$ cat src/rtl/mem_stage.sv
`default_nettype none
// ---------------------------------------------------------------------------
// mem_stage: pipeline MEM stage, variable-latency data access with sticky error
// Revision: 1.0
// ---------------------------------------------------------------------------
module mem_stage #(
  parameter int TIMEOUT = 16,
  parameter int CNT_W   = 5
) (
  input  logic        clk,
  input  logic        rst,
  input  logic [15:0] aluResIn,
  input  logic [15:0] memWriteDataIn,
  input  logic        MemReadIn,
  input  logic        MemWriteIn,
  input  logic        HaltIn,
  input  logic [15:0] memDataIn,
  input  logic        memDone,
  output logic [15:0] memAddr,
  output logic [15:0] memDataOut,
  output logic        memRd,
  output logic        memWr,
  output logic [15:0] readDataOut,
  output logic        memStall,
  output logic        errOut,
  output logic        haltOut
);

  localparam logic [1:0]       S_IDLE = 2'd0;
  localparam logic [1:0]       S_BUSY = 2'd1;
  localparam logic [1:0]       S_ERR  = 2'd2;
  localparam logic [CNT_W-1:0] C_LAST = CNT_W'(TIMEOUT - 1);

  logic [1:0]       state_q, state_d;
  logic [15:0]      addr_q, addr_d;
  logic [15:0]      data_q, data_d;
  logic             is_wr_q, is_wr_d;
  logic [CNT_W-1:0] wait_cnt_q, wait_cnt_d;

  logic req;
  logic bad;

  assign req = MemReadIn | MemWriteIn;
  assign bad = (MemReadIn & MemWriteIn) | (req & aluResIn[0]);

  always_comb begin
    state_d     = state_q;
    addr_d      = addr_q;
    data_d      = data_q;
    is_wr_d     = is_wr_q;
    wait_cnt_d  = wait_cnt_q;
    memAddr     = addr_q;
    memDataOut  = data_q;
    memRd       = 1'b0;
    memWr       = 1'b0;
    memStall    = 1'b0;
    readDataOut = 16'h0000;
    errOut      = 1'b0;
    haltOut     = 1'b0;

    case (state_q)
      S_IDLE: begin
        memAddr    = aluResIn;
        memDataOut = memWriteDataIn;
        memRd      = MemReadIn & ~bad;
        memWr      = MemWriteIn & ~bad;
        haltOut    = HaltIn & ~bad;
        if (bad) begin
          state_d = S_ERR;
          errOut  = 1'b1;
        end else if (req) begin
          if (memDone) begin
            if (MemReadIn) readDataOut = memDataIn;
          end else begin
            state_d    = S_BUSY;
            addr_d     = aluResIn;
            data_d     = memWriteDataIn;
            is_wr_d    = MemWriteIn;
            wait_cnt_d = CNT_W'(1);
            memStall   = 1'b1;
          end
        end
      end

      S_BUSY: begin
        memRd = ~is_wr_q;
        memWr = is_wr_q;
        if (memDone) begin
          state_d = S_IDLE;
          if (!is_wr_q) readDataOut = memDataIn;
        end else begin
          memStall = 1'b1;
          // >= rather than == keeps TIMEOUT=1 from waiting forever
          if (wait_cnt_q >= C_LAST) state_d = S_ERR;
          else wait_cnt_d = wait_cnt_q + CNT_W'(1);
        end
      end

      default: begin
        memStall = 1'b1;
        errOut   = 1'b1;
      end
    endcase

    if (rst) begin
      memRd       = 1'b0;
      memWr       = 1'b0;
      memStall    = 1'b0;
      errOut      = 1'b0;
      haltOut     = 1'b0;
      readDataOut = 16'h0000;
    end
  end

  always_ff @(posedge clk) begin
    if (rst) begin
      state_q    <= S_IDLE;
      addr_q     <= 16'h0000;
      data_q     <= 16'h0000;
      is_wr_q    <= 1'b0;
      wait_cnt_q <= '0;
    end else begin
      state_q    <= state_d;
      addr_q     <= addr_d;
      data_q     <= data_d;
      is_wr_q    <= is_wr_d;
      wait_cnt_q <= wait_cnt_d;
    end
  end

endmodule
`default_nettype wire

$ cat config.mk
export PLATFORM = sky130hd
export DESIGN_NAME = mem_stage
export DESIGN_NICKNAME = d
export VERILOG_FILES = /design/src/rtl/mem_stage.sv
export SDC_FILE = /design/constraint.sdc
export NUM_CORES = 1
export LEC_CHECK = 0
export BUFFER_PORTS_ARGS = -buffer_cell sky130_fd_sc_hd__buf_2
export CAP_MARGIN = 20
export CORE_ASPECT_RATIO = 1.4
export CORE_UTILIZATION = 25
export CTS_BUF_LIST = sky130_fd_sc_hd__clkbuf_4
export DETAILED_ROUTE_END_ITERATION = 8
export PLACE_DENSITY = 0.46
export SETUP_SLACK_MARGIN = 0.05
export SYNTH_ARGS = -nofsm -noshare
export SYNTH_HDL_FRONTEND = slang
export SYNTH_SLANG_ARGS = --single-unit
$ cat constraint.sdc
create_clock -name clk -period 4.7 [get_ports clk]
set_input_delay 0.705 -clock clk [delete_from_list [all_inputs] [get_ports clk]]
set_output_delay 0.705 -clock clk [all_outputs]
set_load 0.1 [all_outputs]
; Word level (Yosys, flattened, before mapping)
; Cells that the tools add are included.
; W data, S select, Z words.
[op_classes]
n_addsub = 1
magnitude_cmp = 1
n_eq_ne = 9
n_mux = 36
n_bitwise = 10
reduce_logical = 5
[op_table]
columns = cell, count
row1 = $mux W16, 9
row2 = $pmux W16 S2, 1
row3 = $mux W5, 5
row4 = $mux W1, 10
row5 = $mux W2, 5
row6 = $ne A2 B2 Y1 const B, 5
row7 = $pmux W5 S2, 1
row8 = $ne A3 B3 Y1 const B, 3
row9 = $pmux W1 S2, 4
row10 = $reduce_and A4 Y1, 2
row11 = $reduce_and A6 Y1, 1
row12 = $add A5 B1 Y5 const B, 1
row13 = $and A1 B1 Y1, 5
row14 = $ge A5 B4 Y1 const B, 1
row15 = $pmux W2 S2, 1
row16 = $not A1 Y1, 3
row17 = $eq A2 B1 Y1 const B, 1
row18 = $logic_not A2 Y1, 1
row19 = $or A1 B1 Y1, 2
row20 = $reduce_bool A2 Y1, 1
[word_totals]
register_bits = 40

; Depth between registers and ports, before layout
[depth]
depth_word = 7
mapped_depth = 7

; Worst setup path before layout
; Ideal clock, no wire load.
[synth_path]
path_kind = input port to output port
startpoint = input aluResIn[0]
endpoint = output haltOut
arrival_time_ns = 4.359
required_ns = 3.995
path_slack_ns = -0.364
stages = 3
path_buffers = 1
cell_sequence = buf_2 -> maj3_1 -> nor4b_1
[synth_between]
elab_chain_cells = 6
[synth_rtl]
columns = item, line
row1 = "start, declared", 12  ; input logic [15:0] aluResIn,
row2 = $and A1 B1 Y1, 44  ; assign bad = (MemReadIn & MemWriteIn) | (req & aluResIn[0]);
row3 = $or A1 B1 Y1, 44
row4 = $not A1 Y1 (no line), -
row5 = $and A1 B1 Y1, 67  ; haltOut = HaltIn & ~bad;
row6 = $mux W1, 61  ; case (state_q)
row7 = $mux W1, 105  ; if (rst) begin
row8 = "end, declared", 26  ; output logic haltOut
; No other way between the ends.

; Worst setup path in the final report
[layout_path]
startpoint = input rst
endpoint = output readDataOut[15]
[layout_between]
elab_chain_cells = 1
[layout_rtl]
columns = item, line
row1 = "start, declared", 11  ; input logic rst,
row2 = $mux W16, 105
row3 = "end, declared", 23  ; output logic [15:0] readDataOut,
; No other way between the ends.

==> out/results.txt <==
Critical-path cell with the highest stage delay: sky130_fd_sc_hd__nor3_2
Setup TNS: 0 ps
Number of enable flip-flop cells after synthesis: 0
Number of filler cells placed in the layout: 906
I/O Buffers: 106
Number of register bits inferred by synthesis: 40
Count of warnings emitted by yosys: 0
Critical path class: in2out
Upper clock frequency limit: 0.3099 GHz
Pin count of the biggest net entering global routing: 48
Global routing usage on met3: 2.787%
Ordered list of cells on the worst path: buf_2, nor2_1, nand2_1, nor3_2, and2_1, buf_2
Sequential power share: 37.4%
Unrepaired setup endpoints after global routing: no
Antenna violations before repair: 0
Post-cts sizing count: 0
H-tree levels: 2
Clock tree from TritonCTS: yes
Core Rows: 39
Count of cell types in the netlist: 35
Final core utilization: 33.79%
Post-DP Area: 2730 um^2
Async set-or-reset flop fraction in the synthesized netlist: 0%
Number of antenna-violating nets in the routed design: 0
Number of buffers on the longest clock path: 2
Required arrival time at the worst endpoint: 3990 ps
Critical path data arrival time: 2520 ps
Effective utilization at floorplan: 26.11%
Number of global-route vias before repair: 1968
Average cell area after synthesis: 8.282 um^2
Count of buffer and inverter cells on the critical path: 2
Met2 GRT Util: 22.77%
Dominant cell type by area after synthesis: sky130_fd_sc_hd__dfxtp_1
Detailed Routing Iterations Pass 1: 4
Fraction of power consumed by the clock network: 18.2%
Switching part of the total power: 47.79%
First-pass GRT wire length: 9080 um
Crit path largest cell delay: 470 ps
Dominant register cell in the synthesized netlist: sky130_fd_sc_hd__dfxtp_1
Pleak: 0.001226 uW
VDD IR-drop max: 0.1864 mV
Synthesis-to-layout area growth: 29.40%
Net count of the finished layout: 412
Met1 Use GR: 14.33%
DRC viols: 0
PnR worst setup slack: 1473 ps
Gate count after technology mapping: 260
Run status: complete, no violations
Number of buffers created by CTS: 5
Placeable core area: 8247 um^2
Root Buffer Master: sky130_fd_sc_hd__clkbuf_4
Clock latency at the later pin of the worst-skew pair: 340 ps
Half-perimeter wire length of the detailed placement result: 3831 um
Maximum fanout along the worst path: 47
Slew Limit Fails: 0
Worst hold path class: reg2reg
Final weighted congestion in routability-driven placement: 0.7589
Y dimension of the die: 111.8 um
Cell type group with the largest total delay on the critical path: simple AND/OR/NAND/NOR gates
Final critical delay including setup and external delays: 3227 ps
Part of the Yosys area used for sequential elements: 37.19%
Detailed-route wire length per cell: 11.96 um
Post-route clock skew: 11.44 ps
Cell occurring most often along the worst timing path: sky130_fd_sc_hd__buf_2
Critical Path End Type: primary output
Vias after detailed routing: 2125
Post-CTS setup buffer count: 0
Clock transition at path regs: 110 ps
Register-to-register setup slack: 2550 ps
Slew at the pin closest to its max-slew limit: 952.5 ps
Post-synthesis instance area: 2153 um^2
Fraction of synthesized cell area taken by the top area cell type: 37.19%
Overall die width: 80.44 um
Final critical-path share of the clock period: 68.65%
Layer with the highest usage after global routing: met2
Number of nets in the synthesized netlist: 316
Num Clock Sinks: 40
Total non-filler cell area in the finished layout: 2786 um^2
Share of post-route cells with drive strength above 1: 43.42%
Power density over cell area: 346.3 nW/um^2
Setup violators final: 0
Total routed wirelength: 5488 um
Setup crit start kind: input pin
Vias per std cell: 4.630
Combinational cell fraction of total power: 44.4%
Global Route Usage Sum: 12.64%
GRT overflow: 0
Max-capacitance violation count: 0
DIE AREA: 8993 um^2
Number of hold-repair buffers added at the cts stage: 0
Place WS: 1411 ps
Number of I/O pins: 107
Top post-synthesis cells by area: sky130_fd_sc_hd__dfxtp_1, sky130_fd_sc_hd__mux2_2, sky130_fd_sc_hd__nand2_1, sky130_fd_sc_hd__a21oi_1, sky130_fd_sc_hd__and2_1
Number of DRC markers in iteration 0: 65
Antenna diode instance count: 0
Number of failing hold endpoints at the final stage: 0
Remaining max-slew budget at the tightest pin: 36.35%
Switching power: 461.1 uW
P_int: 503.8 uW
[flip-flops by register name, indices dropped and copies added (netlist names)]
name / count
addr_q: 16
data_q: 16
wait_cnt_q: 5
state_q: 2
is_wr_q: 1
[worst reg2reg max path: stages, from the launching register on]
cell and delay [ps]:
sky130_fd_sc_hd__dfxtp_1 360, sky130_fd_sc_hd__ha_1 240, sky130_fd_sc_hd__and3_1 200, sky130_fd_sc_hd__ha_1 170, sky130_fd_sc_hd__or3_1 350, sky130_fd_sc_hd__nor3_2 410
sky130_fd_sc_hd__nor4b_1 100, sky130_fd_sc_hd__a41o_1 230
[routing by layer]
metal	vias up	routed length (um)
met5	-	0
met4	0	90
met3	9	378
met2	79	2796
met1	965	2223
li1	1072	-
[worst paths after layout]
check                                   from                         end  cells after the start
setup reg to reg  wait_cnt_q[0]$_SDFFE_PP0P_  wait_cnt_q[1]$_SDFFE_PP0P_                      7
hold reg to reg       addr_q[6]$_SDFFE_PP0P_      addr_q[6]$_SDFFE_PP0P_                      2
setup / recovery                         rst             readDataOut[15]                      6
hold / removal        addr_q[6]$_SDFFE_PP0P_      addr_q[6]$_SDFFE_PP0P_                      2
[cells in the final DEF, fill, tap and decap left out, types with 2 or more instances in the layout]
| master | netlist | layout |
|---|---|---|
| sky130_fd_sc_hd__nor3_2 | 2 | 2 |
| sky130_fd_sc_hd__ha_1 | 2 | 2 |
| sky130_fd_sc_hd__buf_2 | 6 | 106 |
| sky130_fd_sc_hd__clkbuf_4 | 0 | 6 |
| sky130_fd_sc_hd__buf_4 | 0 | 2 |
| sky130_fd_sc_hd__nor4b_1 | 4 | 3 |
| sky130_fd_sc_hd__nand2_1 | 65 | 65 |
| sky130_fd_sc_hd__nor2_1 | 8 | 7 |
| sky130_fd_sc_hd__mux2_2 | 32 | 32 |
| sky130_fd_sc_hd__o21ai_0 | 3 | 3 |
| sky130_fd_sc_hd__inv_1 | 5 | 5 |
| sky130_fd_sc_hd__dfxtp_1 | 40 | 40 |
| sky130_fd_sc_hd__a21oi_2 | 2 | 2 |
| sky130_fd_sc_hd__a21oi_1 | 35 | 35 |
| sky130_fd_sc_hd__and2_1 | 16 | 16 |
| sky130_fd_sc_hd__o31ai_1 | 2 | 2 |
| sky130_fd_sc_hd__nand3_1 | 2 | 2 |
| sky130_fd_sc_hd__nor3_1 | 5 | 5 |
| sky130_fd_sc_hd__or3_1 | 2 | 2 |
| sky130_fd_sc_hd__nand2b_1 | 2 | 2 |
[power by group through the flow]
stage	logic [uW]	clock network, uW	registers, uW
floorplan	372	0	362
global placement	431	0	368
detailed placement	431	0	368
CTS	432	187	361
global route	449	199	363
finish	428	176	361
[metrics by stage]
stage / power (uW) / hold WS [ps] / cells
2_1_floorplan: 733.9 / 433.8 / 260
3_3_place_gp: 799.6 / 439.1 / 451
3_5_place_dp: 799.7 / 447.9 / 451
4_1_cts: 979.6 / 465.5 / 459
5_1_grt: 1010 / 483.3 / 459
6_report: 964.9 / 463.4 / 459
[Yosys cell counts, drive strengths merged (2+ instances only)]
| cell | number |
|---|---|
| nor2 | 8 |
| o31ai | 2 |
| dfxtp | 40 |
| nor4 | 2 |
| ha | 2 |
| inv | 5 |
| nand2 | 65 |
| clkbuf | 9 |
| nand2b | 2 |
| nand3 | 2 |
| a21oi | 37 |
| and2 | 16 |
| o21ai | 3 |
| nor3 | 7 |
| mux2 | 32 |
| nor4b | 4 |
| buf | 10 |
| or3 | 2 |
[kinds of logic after synthesis]
group	share of synthesized area [%]
xor gates and xnor gates	0.4068
DFF	37.19
AOI/OAI and AO/OA	12.26
adders and majority gates	1.627
and+or+nand+nor	25.80
buffers and inverters	5.985
muxes	16.73
[final cells by class]
| type | instances | area (um^2) | share of cell area [%] |
|---|---|---|---|
| well taps | 102 | 127.6 | 4.580 |
| flip-flops and latches | 40 | 800.8 | 28.74 |
| clock inverters | 2 | 11.26 | 0.4041 |
| inverters | 5 | 18.77 | 0.6736 |
| multi-input cells | 196 | 1237 | 44.41 |
| clock buffers | 6 | 45.04 | 1.617 |
| repair buffers | 108 | 545.5 | 19.58 |
(Power assumes the default switching activity.)
